<file path="src/rtl/seg_scan_ctrl.sv">
// seg_scan_ctrl: latched hex-to-seven-segment driver with static and scanned outputs.
// Each digit supports enable masking, leading-zero blanking and blinking.
module seg_scan_ctrl #(
    parameter int NDIG      = 6,
    parameter int SCAN_DIV  = 1000,
    parameter int BLINK_DIV = 25000000
) (
    input  logic              clk,
    input  logic              rst,
    input  logic              load,
    input  logic [4*NDIG-1:0] value,
    input  logic [NDIG-1:0]   en_mask,
    input  logic [NDIG-1:0]   blink_mask,
    input  logic              lzb,
    output logic              load_ack,
    output logic [7*NDIG-1:0] seg_flat,
    output logic [6:0]        scan_seg,
    output logic [NDIG-1:0]   scan_an
);
    localparam int SW = SCAN_DIV > 1 ? $clog2(SCAN_DIV) : 1;
    localparam int BW = BLINK_DIV > 1 ? $clog2(BLINK_DIV) : 1;
    localparam int IW = NDIG > 1 ? $clog2(NDIG) : 1;

    logic [4*NDIG-1:0] val_q, val_d;
    logic [NDIG-1:0]   en_q, en_d, blink_q, blink_d;
    logic              lzb_q, lzb_d, ack_q, ack_d, phase_q, phase_d;
    logic [BW-1:0]     blink_cnt_q, blink_cnt_d;
    logic [SW-1:0]     scan_cnt_q, scan_cnt_d;
    logic [IW-1:0]     idx_q, idx_d;
    logic [6:0]        scan_seg_q, scan_seg_d;
    logic [NDIG-1:0]   scan_an_q, scan_an_d;
    logic              blink_wrap, scan_wrap, zero_above;

    function automatic logic [6:0] hex_seg(input logic [3:0] h);
        case (h)
            4'h0: hex_seg = 7'b0000001;
            4'h1: hex_seg = 7'b1001111;
            4'h2: hex_seg = 7'b0010010;
            4'h3: hex_seg = 7'b0000110;
            4'h4: hex_seg = 7'b1001100;
            4'h5: hex_seg = 7'b0100100;
            4'h6: hex_seg = 7'b0100000;
            4'h7: hex_seg = 7'b0001111;
            4'h8: hex_seg = 7'b0000000;
            4'h9: hex_seg = 7'b0000100;
            4'hA: hex_seg = 7'b0001000;
            4'hB: hex_seg = 7'b1100000;
            4'hC: hex_seg = 7'b0110001;
            4'hD: hex_seg = 7'b1000010;
            4'hE: hex_seg = 7'b0110000;
            default: hex_seg = 7'b0111000;
        endcase
    endfunction

    always_comb begin
        val_d   = load ? value : val_q;
        en_d    = load ? en_mask : en_q;
        blink_d = load ? blink_mask : blink_q;
        lzb_d   = load ? lzb : lzb_q;
        ack_d   = load;
    end

    // A capture restarts the blink period in the visible phase.
    always_comb begin
        blink_wrap  = blink_cnt_q == BW'(BLINK_DIV - 1);
        blink_cnt_d = (load || blink_wrap) ? '0 : blink_cnt_q + 1'b1;
        phase_d     = load ? 1'b0 : phase_q ^ blink_wrap;
    end

    // Walk from the top digit down so zero_above covers nibbles i..NDIG-1.
    always_comb begin
        zero_above = 1'b1;
        seg_flat   = '1;
        for (int i = NDIG - 1; i >= 0; i--) begin
            zero_above = zero_above & (val_q[4*i +: 4] == 4'd0);
            seg_flat[7*i +: 7] = (en_q[i] && !(blink_q[i] && phase_q) && !(lzb_q && zero_above && i != 0))
                               ? hex_seg(val_q[4*i +: 4]) : 7'h7F;
        end
    end

    always_comb begin
        scan_wrap  = scan_cnt_q == SW'(SCAN_DIV - 1);
        scan_cnt_d = scan_wrap ? '0 : scan_cnt_q + 1'b1;
        idx_d      = !scan_wrap ? idx_q : (idx_q == IW'(NDIG - 1)) ? '0 : idx_q + 1'b1;
        scan_an_d  = ~(NDIG'(1) << idx_q);
        scan_seg_d = 7'h7F;
        for (int i = 0; i < NDIG; i++)
            if (idx_q == IW'(i)) scan_seg_d = seg_flat[7*i +: 7];
    end

    always_ff @(posedge clk) begin
        if (rst) begin
            val_q       <= '0;
            en_q        <= '0;
            blink_q     <= '0;
            lzb_q       <= 1'b0;
            ack_q       <= 1'b0;
            phase_q     <= 1'b0;
            blink_cnt_q <= '0;
            scan_cnt_q  <= '0;
            idx_q       <= '0;
            scan_seg_q  <= 7'h7F;
            scan_an_q   <= '1;
        end else begin
            val_q       <= val_d;
            en_q        <= en_d;
            blink_q     <= blink_d;
            lzb_q       <= lzb_d;
            ack_q       <= ack_d;
            phase_q     <= phase_d;
            blink_cnt_q <= blink_cnt_d;
            scan_cnt_q  <= scan_cnt_d;
            idx_q       <= idx_d;
            scan_seg_q  <= scan_seg_d;
            scan_an_q   <= scan_an_d;
        end
    end

    assign load_ack = ack_q;
    assign scan_seg = scan_seg_q;
    assign scan_an  = scan_an_q;
endmodule
</file>
<file path="config.mk">
export PLATFORM = sky130hd
export DESIGN_NAME = seg_scan_ctrl
export DESIGN_NICKNAME = d
export VERILOG_FILES = /design/src/rtl/seg_scan_ctrl.sv
export SDC_FILE = /design/constraint.sdc
export NUM_CORES = 1
export LEC_CHECK = 0
export CORE_ASPECT_RATIO = 1.2
export CORE_UTILIZATION = 59
export CTS_BUF_LIST = sky130_fd_sc_hd__clkbuf_4 sky130_fd_sc_hd__clkbuf_8 sky130_fd_sc_hd__clkbuf_16
export CTS_CLUSTER_SIZE = 24
export DETAILED_ROUTE_END_ITERATION = 12
export HOLD_SLACK_MARGIN = 0.05
export PLACE_DENSITY = 0.86
export REMOVE_ABC_BUFFERS = 1
export SETUP_SLACK_MARGIN = 0.1
export SYNTH_ARGS = -nofsm -noshare
export SYNTH_HDL_FRONTEND = slang
export SYNTH_SLANG_ARGS = --single-unit
export TNS_END_PERCENT = 50
</file>
<file path="constraint.sdc">
create_clock -name clk -period 3.45 [get_ports clk]
set_input_delay 0.5175 -clock clk [delete_from_list [all_inputs] [get_ports clk]]
set_output_delay 0.5175 -clock clk [all_outputs]
set_load 0.005 [all_outputs]
</file>
# Word level (Yosys, flattened, before mapping)
# Memories as Yosys holds them, arrays and structs flattened. A register that Yosys moved wholly into a read port is not among the register bits.
# Cells that the tools add are included.
# totals
ff_bits	90
mem_bits_ro	672
out_inout_bits	56
elab_cells	102
n_memories	6
# op_classes
n_addsub	3
eq_ne	7
n_shift	1
n_mux	25
bitwise	6
reduce_logical	43
# memory_table
memory	words	width	read_ports	rd_clocked_by_memory_dff	write_ports	line_no	source
(name not given)	16	7	1	1	0	35	case (h)
(name not given)	16	7	1	1	0	35	
(name not given)	16	7	1	1	0	35	
(name not given)	16	7	1	1	0	35	
(name not given)	16	7	1	1	0	35	
(name not given)	16	7	1	1	0	35	
# ops
op	count
2-to-1 mux 7 bit	12
2-to-1 mux 4 bit	12
adder 25 x 1 -> 25 bit, second input constant	1
== test 25 bit, second input constant	1
logical AND 1 bit	22
zero test 4 bit	5
zero test 1 bit	11
adder 10 x 1 -> 10 bit, second input constant	1
== test 10 bit, second input constant	1
== test 3 x 2 -> 1 bit, second input constant	2
== test 3 bit, second input constant	2
NOT 6 bit	1
OR reduction 2 bit	3
left shift 1 x 3 -> 6 bit, first input constant	1
bitwise AND 1 bit	4
adder 3 x 1 -> 3 bit, second input constant	1
== test 3 x 1 -> 1 bit, second input constant	1
zero test 3 bit	1
2-to-1 mux 3 bit	1
logical OR 1 bit	1
bitwise XOR 1 bit	1

# Longest topological paths before layout
# Gate-level depths: netlist of the first run.
# logic_depth
ltp_word	14
mapped_depth	12
mapped_depth_nobuf	8

# Least setup slack after synthesis of the first run
# No wires, ideal clock.
# synth_timing
path_kind	input to register
startpoint	input port load
endpoint	register (tool-made name)
arrival_time_ps	2141
required_ps	3333
setup_slack_ps	1192
stages	11
path_buffers	4
cell_sequence	buf_4 > buf_6 > buf_6 > mux2i_1 > or2_0 > clkbuf_1 > inv_1 > ha_1 > nand2_1 > o21ai_1 > a22o_1
# synth_rtl
item	line_no	source
start, declared	10	input logic load,

# Final worst setup path of the first run
# layout_timing
startpoint	register val_q[17]
endpoint	output port seg_flat[13]
# layout_between
elab_chain_len	9
# layout_lines
item	line_no	source
start, declared	24	logic [4*NDIG-1:0] val_q, val_d;
start signal, assigned	105	val_q <= val_d;
zero test 4 bit	75	zero_above = zero_above & (val_q[4*i +: 4] == 4'd0);
bitwise AND 1 bit (4 in series)	75	
logical AND 1 bit	76	seg_flat[7*i +: 7] = (en_q[i] && !(blink_q[i] && phase_q) && !(lzb_q && zero_above && i != 0))
zero test 1 bit	76	
logical AND 1 bit	76	
2-to-1 mux 7 bit	77	? hex_seg(val_q[4*i +: 4]) : 7'h7F;
end, declared	16	output logic [7*NDIG-1:0] seg_flat,
# Every way passes these cells.

==> results.ini, run 1 <==
[layout]
seqCellArea_sq_um=2643
fill_cells=797
syn_to_final_growth_pct=24.10
instances_no_fill=969
multiInputGateArea_sq_um=3682
diodes=0
drive_above_1_share_pct=12.07
fin_nets=903
design_area_sq_um=8285

[synthesis]
ys_ff_latch=132
yosysTopAreaCell=dfxtp_1
synth-seq-area-share_pct=39.58
syn-cell-area_sq_um=6676
synth_common_cells=dfxtp_1, nor2_1, mux2i_1
synth.distinct_cells=63
avgSynthCellArea_sq_um=9.096
yosys-top-cells-area=dfxtp_1, mux2i_1, ha_1
synth.top_cell.area_share_pct=39.58
async_flop_share_pct=0
synth.most_common_cell=dfxtp_1
synth-edff-count=0
synth_flop_cell=dfxtp_1
ys.warnings.count=0
syn_inst=734

[cts]
cts_buffer_depth=2
clk_pin_slew_ns=0.06
numCtsBuffers=17
cts_resized=0
cts_max_level=4
cts_root_buf=clkbuf_16
clock_sinks=132
cts_tree=done
ctsHoldBuffers=0
postCtsSetupBuffers=0
clk_latency_ns=0.42

[floorplanning]
fp-row-count=42
initial_core_util_pct=60.50
die_area_sq_um=11750
ios=96
die_y_um=118.5
coreArea_sq_um=11040
dieWidth_um=99.11

[sta]
finClkSkew_ns=0.01137
rsz0062_at_grt=no
slew_violations=0
finalCritPeriodShare_pct=91.41
max_freq_ghz=0.3171
worst_slew_margin_rel_pct=39.77
period_needed_ns=3.154
tightest_slew_ns=0.9035
finalSetupTns_ns=0
hold_viol=0
worst_slack_ns=0.2963
setup_viol=0

[setup_path]
critPathLaunch=val_q[17]$_SDFFE_PP0P_
cp-endpoint=seg_flat[13]
crit_type=reg -> out
cp_max_fo=7
rr_worst_depth=6
required_ns=2.93
critPathCaptureType=output pin
worstPathArrival_ns=2.64
worst-r2r-setup-slack_ns=1.41
r2r-start=idx_q[1]$_SDFFE_PP0P_
r2r_end=scan_seg[6]$_SDFF_PP1_
start_kind=register

[placement]
pre_cts_slack_ns=0.6252
port_buffers=95
hpwl_mm=12.45
placed_area_sq_um=7659
gp_congestion=0.9123
place_inst=937

[power_and_ir_drop]
ir_worst_vdd_uv=259.7
leakage_nw=3.407
power_density_nw_per_um2=490.6

[global_route]
grt_overflow=0
grt_usage_pct=30.17
first_global_vias=5675
grt_pass1_wl_mm=27.52
antenna_found_initial=0
grt_max_degree=31

[drt]
drc_errors=0
vias=5574
vias_per_cell=5.752
drt_iter0_markers=414
wirelength_mm=17.10
dr.pass1.iters=5
ant_nets=0
wire_per_inst_um=17.64

[worst_hold_path]
holdCritPathClass=reg -> reg
hold_start=blink_cnt_q[0]$_SDFF_PP0_

[outcome]
status=complete, no violations

[run]
maxCapViolCount=0

==> cells by family after synthesis <==
| group | Yosys count | synth area share, % |
|---|---|---|
| xor+xnor | 33 | 4.329 |
| buf+inv | 75 | 5.266 |
| fa+ha+maj | 39 | 7.309 |
| mux | 53 | 8.433 |
| compound gates | 126 | 12.74 |
| flops | 132 | 39.58 |
| simple gates | 276 | 22.34 |
==> per-stage QoR <==
stage / utilization, % / total power, mW / hold WS [ns]
after global routing: 75.08 / 4.186 / 0.4865
final: 75.08 / 4.065 / 0.4619
after CTS: 75.08 / 4.064 / 0.4640
after detailed placement: 69.40 / 2.170 / 0.4513
after floorplan: - / 1.938 / 0.4269
after global placement: 69.40 / 2.152 / 0.4395
==> critical path, stage by stage, from the launching register on <==
cell,delay [ns]
dfxtp_1,0.33
nor4_2,0.39
nand4_2,0.27
or3_1,0.43
nand3_1,0.17
or2_1,0.13
clkdlybuf4s50_1,0.50
==> area by class of cell <==
cell class / count / area share (%)
clock buffer: 17 / 5.134
tap: 132 / 1.993
inverter: 42 / 1.933
sequential: 132 / 31.89
clock inverter: 15 / 2.431
timing repair buffer: 104 / 12.17
multi-input combinational: 527 / 44.44
==> layer usage <==
layer  vias to the layer above  global-route usage, %  part of all wire, %
met2                       181                  54.90                   52
met5                         -                      0                    0
met1                      2631                  33.46                   40
li1                       2720                      -                    -
met4                         0                  14.15                  3.4
met3                        42                  5.795                  4.5
==> cells in the final DEF, fill, tap and decap left out, drive strengths merged, types with 6 or more instances in the layout <==
master         netlist  routed
a21boi               6       6
a21oi               20      20
a22o                12      12
buf                 25      11
clkbuf               8      17
clkdlybuf4s50        0      93
clkinv               4       8
dfxtp              132     132
ha                  39      39
inv                 38      42
mux2i               53      53
nand2               39      39
nand2b              18      18
nand3               21      21
nand4               10      10
nor2                99      99
nor3                22      22
nor4                 7       7
o21ai               39      39
o22ai                6       6
o311ai               6       6
or2                 38      38
xnor2               11      11
xor2                22      22
==> worst min-delay path by stage <==
stage,slack [ns],end,depth (start not counted)
floorplan,0.43,scan_an[4]$_SDFF_PP1_,1
global placement,0.44,blink_cnt_q[0]$_SDFF_PP0_,1
detailed placement,0.45,blink_cnt_q[0]$_SDFF_PP0_,1
CTS,0.46,blink_cnt_q[0]$_SDFF_PP0_,1
global route,0.49,blink_cnt_q[0]$_SDFF_PP0_,1
finish,0.46,blink_cnt_q[0]$_SDFF_PP0_,1
==> report_power, final <==
| group | internal (mW) | switching, mW | leakage (nW) |
|---|---|---|---|
| Sequential | 1.61 | 0.0488 | 1.08 |
| Combinational | 0.239 | 0.250 | 2.02 |
| Clock | 1.21 | 0.703 | 0.300 |
| Total | 3.06 | 1.00 | 3.41 |
No activity file was read; power rests on OpenSTA's default activity.
==> run 2: changes to the inputs <==
Settings changed: CORE_MARGIN from default to 2.
==> run 2 against run 1 <==
Against the previous run:
- design area fell by 0.41%
- critical path depth unchanged
- clock skew down 0.0042 ns
- combinational power about the same
- non-clock buffer count rose by 1
- core utilization is 0.31 points lower
- critical path type unchanged
- critical endpoint is now seg_flat[10]
==> results.ini, run 2 (synthesis gave the netlist of run 1 again) <==
[sta]
holdWs_ns=0.4807
tightest_slew_ns=0.8419
finalSetupTns_ns=0
finClkSkew_ns=0.007140
worst_slack_ns=0.2362
slew_violations=0
rsz0062_at_grt=no
setup_viol=0
period_needed_ns=3.214
worst_slew_margin_rel_pct=43.87
hold_viol=0
max_freq_ghz=0.3112
finalCritPeriodShare_pct=93.15

[cts]
clk_latency_ns=0.42
ctsHoldBuffers=0
numCtsBuffers=17
postCtsSetupBuffers=0
cts_tree=done
clk_pin_slew_ns=0.05
cts_resized=0
clock_sinks=132
cts_max_level=4
cts_buffer_depth=2
cts_root_buf=clkbuf_16

[setup_path]
rr_worst_depth=6
worstPathArrival_ns=2.70
required_ns=2.93
crit_type=reg -> out
start_kind=register
critPathLaunch=val_q[12]$_SDFFE_PP0P_
r2r-start=blink_cnt_q[0]$_SDFF_PP0_
critPathMaxStageDelay_ns=0.49
critPathCaptureType=output pin
crit_chain=nor4_2, nand4_2, or3_1, nand3_1, or2_1, clkdlybuf4s50_1
path_delay_family=simple AND/OR/NAND/NOR gates
cp_slowest_cell=clkdlybuf4s50_1
critPathBufInv=1
cp_max_fo=7
crit_cells=6

[layout]
multiInputGateArea_sq_um=3682
drive_above_1_share_pct=12.07
fill_cells=779
final_cell_mix=dfxtp_1, nor2_1, clkdlybuf4s50_1, mux2i_1
syn_to_final_growth_pct=23.59
post-route-util_pct=74.77
diodes=0
layout_commonest_cell=dfxtp_1
seqCellArea_sq_um=2643
fin_nets=904

[power_and_ir_drop]
total_power_mw=3.923
ir_worst_vdd_uv=368.7
leakage_nw=3.401
power_density_nw_per_um2=475.4

[drt]
vias_per_cell=5.826
ant_nets=0
drt_iter0_markers=380
wire_per_inst_um=17.33
dr.pass1.iters=5
vias=5645
drc_errors=0
wirelength_mm=16.80

[floorplanning]
fp-row-count=42
die_area_sq_um=12190
ios=96
die_y_um=120.5
initial_core_util_pct=60.50
dieWidth_um=101.1
coreArea_sq_um=11040

[global_route]
grt_usage_pct=28.30
first_global_vias=5648
grt_pass1_wl_mm=26.71
antenna_found_initial=0
grt_max_degree=40
grt_overflow=0

[placement]
port_buffers=95
hpwl_mm=12.31
pre_cts_slack_ns=0.7298
gp_congestion=0.9586

[worst_hold_path]
holdCritPathClass=reg -> reg
hold_depth=1
hold_start=blink_cnt_q[0]$_SDFF_PP0_

[run]
maxCapViolCount=0

[outcome]
status=complete, no violations

-- run 2: changes by cell type in the layout (fill, tap and decap cells not counted) --
cell | previous run | this run
inv_6 | 4 | 0
clkbuf_8 | 0 | 3
bufinv_16 | 4 | 2
clkbuf_4 | 0 | 2
buf_4 | 9 | 10
clkinv_2 | 5 | 6
clkinvlp_4 | 3 | 2
-- run 2: power by group --
part	internal, mW	switching [mW]	total, mW	leakage [nW]
Combinational	0.240	0.250	0.490	2.03
Sequential	1.61	0.0501	1.66	1.08
Clock	1.13	0.645	1.77	0.289
Total	2.98	0.945	3.92	3.40
-- run 2: worst reg2reg max path, cell delays in order, from the launching register on --
cell and delay (ns):
dfxtp_1 0.37, ha_1 0.23, inv_1 0.10, or2_4 0.29
nor4_4 0.21, or3_1 0.72, nor2_1 0.15
-- run 2: worst paths after layout --
kind                                     end  slack (ns)
setup / recovery                seg_flat[10]        0.24
hold / removal     blink_cnt_q[0]$_SDFF_PP0_        0.48
setup reg to reg  blink_cnt_q[16]$_SDFF_PP0_        1.23
hold reg to reg    blink_cnt_q[0]$_SDFF_PP0_        0.48
-- run 2: per-layer routing --
metal  up-vias  routed length [um]  part of all wire [%]  GRT usage [%]
met5         -                   0                     0              0
met4         0                 704                   4.2          15.46
li1       2725                   -                     -              -
met2       209                8709                    52          49.88
met1      2662                6512                    39          31.20
met3        49                 870                   5.2          6.012
-- run 2: layout make-up --
cell class | instances | share of cell area [%]
repair buffers | 105 | 12.31
clock inverters | 9 | 1.259
flip-flops and latches | 132 | 32.02
inverters | 42 | 1.941
clock buffers | 22 | 5.838
multi-input cells | 527 | 44.62
well taps | 132 | 2.002
-- run 2: metrics by stage --
step                      instances  instance area [sq um]
after CTS                       969                   8252
final                           969                   8252
after global placement          938                   7666
after global routing            969                   8252
after detailed placement        938                   7666
after floorplan                 701                   6485
==> run 3: changes to the inputs <==
Settings changed: CTS_BUF_LIST sky130_fd_sc_hd__clkbuf_4 sky130_fd_sc_hd__clkbuf_8 sky130_fd_sc_hd__clkbuf_16 to default.
==> run 3 against run 2 <==
Against the previous run:
- routed wire length is essentially flat
- worst setup slack lost 0.011 ns
- non-clock buffer count is the same
- fmax shrank 0.35%
- via count grew 0.57%
- sequential share of layout area is essentially flat
- critical endpoint unchanged
==> results.ini, run 3 (synthesis gave the netlist of run 1 again) <==
[outcome]
status=complete, no violations

[cts]
cts_max_level=4
clock_sinks=132
clk_pin_slew_ns=0.05
cts_tree=done
cts_root_buf=clkbuf_16
cts_buffer_depth=2
ctsHoldBuffers=0
numCtsBuffers=17
clk_latency_ns=0.43
postCtsSetupBuffers=0
cts_resized=0

[power_and_ir_drop]
leakage_nw=3.394
power_density_nw_per_um2=474.4
ir_worst_vdd_uv=369.4

[drt]
vias_per_cell=5.859
drt_iter0_markers=371
wire_per_inst_um=17.34
drc_errors=0
ant_nets=0
vias=5677
wirelength_mm=16.80
dr.pass1.iters=6

[sta]
setup_viol=0
max_freq_ghz=0.3101
rsz0062_at_grt=no
tightest_slew_ns=0.8200
hold_viol=0
worst_slew_margin_rel_pct=45.33
slew_violations=0
finalCritPeriodShare_pct=93.48
finalSetupTns_ns=0
period_needed_ns=3.225
finClkSkew_ns=0.007024

[global_route]
grt_pass1_wl_mm=26.87
grt.met2_usage_pct=49.75
grt_max_degree=40
grt_usage_pct=28.40
first_global_vias=5652
use_met1_pct=31.77
met3_usage_pct=5.954
grt_overflow=0
grt.busiest_layer=met2
antenna_found_initial=0

[layout]
post-route-util_pct=74.71
layout_commonest_cell=dfxtp_1
fin_nets=904
drive_above_1_share_pct=11.83
diodes=0
final_cell_mix=dfxtp_1, nor2_1, clkdlybuf4s50_1, mux2i_1
syn_to_final_growth_pct=23.48

[floorplanning]
initial_core_util_pct=60.50
ios=96
coreArea_sq_um=11040
fp-row-count=42
die_area_sq_um=12190
dieWidth_um=101.1
die_y_um=120.5

[setup_path]
cp_max_fo=7
required_ns=2.93
worstPathArrival_ns=2.71
worst-r2r-setup-slack_ns=1.27
crit_type=reg -> out
critPathCaptureType=output pin
start_kind=register

[placement]
hpwl_mm=12.31
gp_congestion=0.9586
port_buffers=95

[worst_hold_path]
holdCritPathClass=reg -> reg

[run]
maxCapViolCount=0

## run 3: final timing paths
check                           cells past startpoint                    endpoint                      start
worst max-delay path                                6                seg_flat[10]     val_q[12]$_SDFFE_PP0P_
worst min-delay path                                1   blink_cnt_q[0]$_SDFF_PP0_  blink_cnt_q[0]$_SDFF_PP0_
worst max register to register                      6  blink_cnt_q[16]$_SDFF_PP0_  blink_cnt_q[0]$_SDFF_PP0_
worst min register to register                      1   blink_cnt_q[0]$_SDFF_PP0_  blink_cnt_q[0]$_SDFF_PP0_
## run 3: critical path, cell delays in order, from the launching register on
cell and delay [ns]:
dfxtp_1 0.32, nor4_2 0.44, nand4_2 0.25, or3_1 0.42
nand3_1 0.21, or2_1 0.14, clkdlybuf4s50_1 0.49
## run 3: layer usage
| layer | wire length (um) | vias up |
|---|---|---|
| met5 | 0 | - |
| met4 | 732 | 0 |
| met3 | 892 | 54 |
| met2 | 8584 | 217 |
| met1 | 6591 | 2683 |
| li1 | - | 2723 |
## run 3: final cells by class
type / instances / area, sq um
flip-flops and latches: 132 / 2643
inverters: 42 / 160.2
repair buffers: 105 / 1016
clock buffers: 22 / 474.2
multi-input cells: 527 / 3682
fillers: 781 / 2791
well taps: 132 / 165.2
clock inverters: 9 / 103.9
## run 3: report_power, final
part	internal [mW]	switching, mW	leakage (nW)
combinational	0.240	0.250	2.03
clock	1.11	0.650	0.282
sequential	1.61	0.0502	1.08
## run 3: metrics by stage
step | cell area, sq um | cells | setup WS (ns) | hold WS (ns) | power, mW
finish | 8244 | 969 | 0.2248 | 0.4801 | 3.911
global route | 8244 | 969 | 0.1433 | 0.5080 | 4.021
CTS | 8244 | 969 | 0.2571 | 0.4819 | 3.907
detailed placement | 7666 | 938 | 0.7298 | 0.4513 | 2.172
global placement | 7666 | 938 | 0.7928 | 0.4408 | 2.152
floorplan | 6485 | 701 | 1.462 | 0.4269 | 1.938
==> edit 1 (config.mk and constraints of run 2) <==
`val_q` and `en_q` no longer have a reset.
--- a/src/rtl/seg_scan_ctrl.sv
+++ b/src/rtl/seg_scan_ctrl.sv
@@ -92,4 +92,2 @@
         if (rst) begin
-            val_q       <= '0;
-            en_q        <= '0;
             blink_q     <= '0;
@@ -104,4 +102,2 @@
         end else begin
-            val_q       <= val_d;
-            en_q        <= en_d;
             blink_q     <= blink_d;
@@ -118,2 +114,7 @@
 
+    always_ff @(posedge clk) begin
+        val_q <= val_d;
+        en_q  <= en_d;
+    end
+
     assign load_ack = ack_q;
Formal check against the unedited RTL: not equivalent (a bounded check fails within 4 cycles, from zero or initial values and one cycle with rst high).
==> edit 1 against run 2 <==
Total power grew 9.9%. Synthesized area shrank 1.9%. Register-to-register slack gained 30 ps. Routed wire length grew 0.17%. Final area shrank 0.32%. Via count shrank 3.3%. Worst hold slack lost 9.8 ps. Worst setup slack gained 72 ps. Global-route usage grew 0.76 points. Sequential cell count is the same. Synthesized cell count shrank 8.9%. Combinational power grew 39%. Critical endpoint is now seg_flat[17]. Largest cell class unchanged. Largest power group unchanged. Highest routed layer unchanged.
==> edit 1: results (changes against run 2) <==
worstRegToRegCells: 5  # -1
power.ir.vdd_worst_v: 0.000314  # -15%
yosysSeqAreaShare_pct: 44.9  # +5.3 points
postRouteWirelength_mm: 16.8  # +0.17%
worstMarginPinSlew_ps: 870  # +28.5 ps
fin_skew_ps: 8.96  # +1.82 ps
worstPathMaxFanout: 7  # unchanged
dr_total_vias: 5458  # -3.3%
place_congestion: 0.933  # -2.6%
critical-path-slowest-cell: "nor4_4"
leakage_nw: 3.38  # -0.55%
number_of_enable_type_register_cells_in_the_synthesized_netlist: 30  # +30
detail_route.first_pass.iterations: 6  # +1
grt.total_usage_pct: 29.1  # +0.76 points
cts_root_buf: "clkbuf_16"
route.antenna.remaining_nets: 0  # unchanged
outcome: "completed"
clkLatencyLatePin_ps: 420  # about the same
timing.rr.end: "blink_cnt_q[21]"
pwr.group.combinational_mw: 0.679  # +39%
async_flop_share_pct: 0  # unchanged
design.final.nets: 851  # -5.9%
postSynth.topFlopCell: "dfxtp_1"
r2r_setup_slack_ps: 1260  # +30 ps
synth_top_cells_by_count: "dfxtp_1 (102), nor2_1 (87), nand2_1 (74)"
yosys-top-cells-area: "dfxtp_1 (31%), edfxtp_1 (14%), ha_1 (7.4%), nor2_1 (5.0%), mux2i_1 (4.7%)"
synth.distinct_cells: 57  # -9.5%
timing.critical_path.slowest_cell_delay_ps: 520  # +30 ps
port_buffers: 95  # unchanged
synth_warnings: 0  # unchanged
critical_path.endpoint: "seg_flat[17]"
cp.arrival_ps: 2620  # -80 ps
grt_antenna_before_repair: 0  # unchanged
timing.critical_path.from: "val_q[17]"
r2r_start: "blink_cnt_q[0]"
place_hpwl_mm: 12.3  # -0.42%
p_clk_share_pct: 42.8  # -2.3 points
layout-drive-gt1-share_pct: 13.0  # +0.93 points
drc: 0  # unchanged
grt_first_pass_wirelength_mm: 26.8  # +0.21%
total_switching_power_mw: 1.09  # +15%
clock_net_power_mw: 1.85  # +5%
detail_route.iter0.violations: 452  # +19%
grt_max_degree: 44  # +10%
[edit 1: cell families (layout without fill, tap and decap cells)]
logic type | after synthesis | count (layout) | synth area share (%)
mux | 43 | 43 | 6.80
compound gates | 113 | 113 | 12.6
buf+inv | 42 | 158 | 3.09
fa+ha+maj | 39 | 39 | 7.45
simple gates | 267 | 267 | 20.8
xor+xnor | 33 | 33 | 4.41
flops | 132 | 132 | 44.9
[edit 1: layout make-up]
type	instances	area, sq um
clock buffers	22	539
clock inverters	10	87.6
fillers	734	2710
inverters	26	97.6
multi-input cells	495	3410
flip-flops and latches	132	2940
well taps	132	165
repair buffers	100	986
[edit 1: per-stage QoR]
stage	setup WS (ps)	cells	util [%]	area, sq um
2_1_floorplan	1460	653	-	6450
3_3_place_gp	673	884	69.4	7590
3_5_place_dp	592	884	69.4	7590
4_1_cts	100	916	75.2	8220
5_1_grt	211	917	75.3	8230
6_report	308	917	75.3	8230
[edit 1: worst min path at each step]
stage	from	endpoint	slack, ps	cells past startpoint
final	blink_cnt_q[0]	blink_cnt_q[0]	470	1
after global routing	scan_cnt_q[0]	scan_cnt_q[0]	520	1
after CTS	blink_cnt_q[0]	blink_cnt_q[0]	480	1
after detailed placement	blink_cnt_q[0]	blink_cnt_q[0]	460	1
after global placement	scan_cnt_q[0]	scan_cnt_q[0]	440	1
after floorplan	scan_cnt_q[0]	scan_cnt_q[0]	430	1
[edit 1: what timing repair did]
action | in CTS | in global routing
resized for setup | 0 | 1
buffers inserted | 0 | 1
setup endpoints to repair | 0 | 14
hold buffers | 0 | 0
endpoints found under the hold margin | 0 | 0
[edit 1: per-layer routing]
metal / GRT usage (%) / share of wire [%]
met5: 0 / 0
met4: 15.9 / 4.2
met3: 7.75 / 6.9
met2: 48.9 / 51
met1: 33.2 / 38
==> edit 2 (flow settings as in run 2) <==
Made on the original files. Change the parameter `NDIG` from 6 to 12.
--- a/src/rtl/seg_scan_ctrl.sv
+++ b/src/rtl/seg_scan_ctrl.sv
@@ -3,3 +3,3 @@
 module seg_scan_ctrl #(
-    parameter int NDIG      = 6,
+    parameter int NDIG      = 12,
     parameter int SCAN_DIV  = 1000,
Interface: changed (5 resized); port bits go from 96 to 180. No check against the original RTL was run, so the function may have changed too.
==> edit 2 against run 2 <==
Total power is 58% higher. Final area is 76% higher. Non-clock buffer count is 107 higher. First-iteration DRC count is 120% higher. Worst setup slack worse by 150 ps. Routed wire length is 93% higher. Register-to-register slack worse by 450 ps. Sequential cell count is 85 higher. Synthesized area is 71% higher. Synthesized cell count is 83% higher. Critical endpoint is now seg_flat[9].
==> edit 2: results (changes against run 2) <==
met2RoutedLength_mm: 15.7  # +80%
xor_and_xnor_fraction_of_the_mapped_netlist_area_pct: 2.45  # -1.9 points
dpl-instance-area_sq_um: 13500  # +76%
critical_path.endpoint: "seg_flat[9]"
critical-path-slowest-cell: "or4_4"
r2r_start: "idx_q[0]"
cp.arrival_ps: 2850  # +150 ps
outcome: "completed"
synth_compound_gate_area_share_pct: 15.3  # +2.5 points
port_buffers: 179  # +88%
place_congestion: 0.997  # +4.0%
leakage_nw: 6.04  # +78%
grt.total_usage_pct: 29.8  # +1.5 points
synthAdderAreaFrac_pct: 8.74  # +1.4 points
yosys.area.top_type_share_pct: 37.9  # -1.6 points
grt_max_degree: 58  # +45%
htree_levels: 1  # -3
timing.rr.end: "scan_seg[6]"
timing.critical_path.from: "val_q[36]"
timing.critical_path.slowest_cell_delay_ps: 550  # +60 ps
layout-drive-gt1-share_pct: 13.1  # +1.1 points
wirelength_met1_mm: 13.0  # +99%
synth.distinct_cells: 71  # +13%
cts_setup_buffers: 4  # +4
dr_total_vias: 10300  # +83%
dp_worst_setup_slack_ps: 288  # -442 ps
min-delay-start: "rst"
place_hpwl_mm: 23.7  # +93%
power.ir.vdd_worst_v: 0.000420  # +14%
fin_skew_ps: 17.0  # +9.89 ps
cts_inserted_buffers: 23  # +6
holdWs_ps: 442  # -38.7 ps
clkLatencyLatePin_ps: 520  # +100 ps
synthCells: 1345  # +83%
yosysSeqAreaShare_pct: 37.9  # -1.6 points
cts_buffer_depth: 3  # +1
post_place_cells: 1736  # +85%
r2r_setup_slack_ps: 780  # -450 ps
min_period_over_period_pct: 97.6  # +4.5 points
hold-path-endpoint: "val_q[9]"
grt_pass1_vias: 9819  # +74%
stdcell_count: 1788  # +85%
muxShareOfSynthArea_pct: 7.98  # -0.45 points
## edit 2: power breakdown
| part | switching, mW | internal [mW] |
|---|---|---|
| Combinational | 0.485 | 0.470 |
| Clock | 1.02 | 1.45 |
| Sequential | 0.117 | 2.67 |
| Total | 1.62 | 4.59 |
## edit 2: final cells by class
| cell class | count | area, sq um |
|---|---|---|
| flip-flops and latches | 217 | 4350 |
| clock buffers | 34 | 683 |
| multi-input cells | 994 | 6720 |
| clock inverters | 8 | 75.1 |
| repair buffers | 212 | 2130 |
| fillers | 1331 | 4390 |
| well taps | 256 | 320 |
| inverters | 67 | 251 |
## edit 2: worst register-to-register path, stage by stage, from the launching register on
cell,delay (ps)
dfxtp_1,410
inv_1,110
ha_1,330
or2_2,330
a21oi_1,610
and3_1,290
and2_1,230
o211a_1,200
a311oi_2,50
## edit 2: metal layers
metal  track usage, %  vias up
met4             15.0        0
met5                0        -
met3             4.89       92
met2             52.3      424
li1                 -     5006
met1             35.6     4794
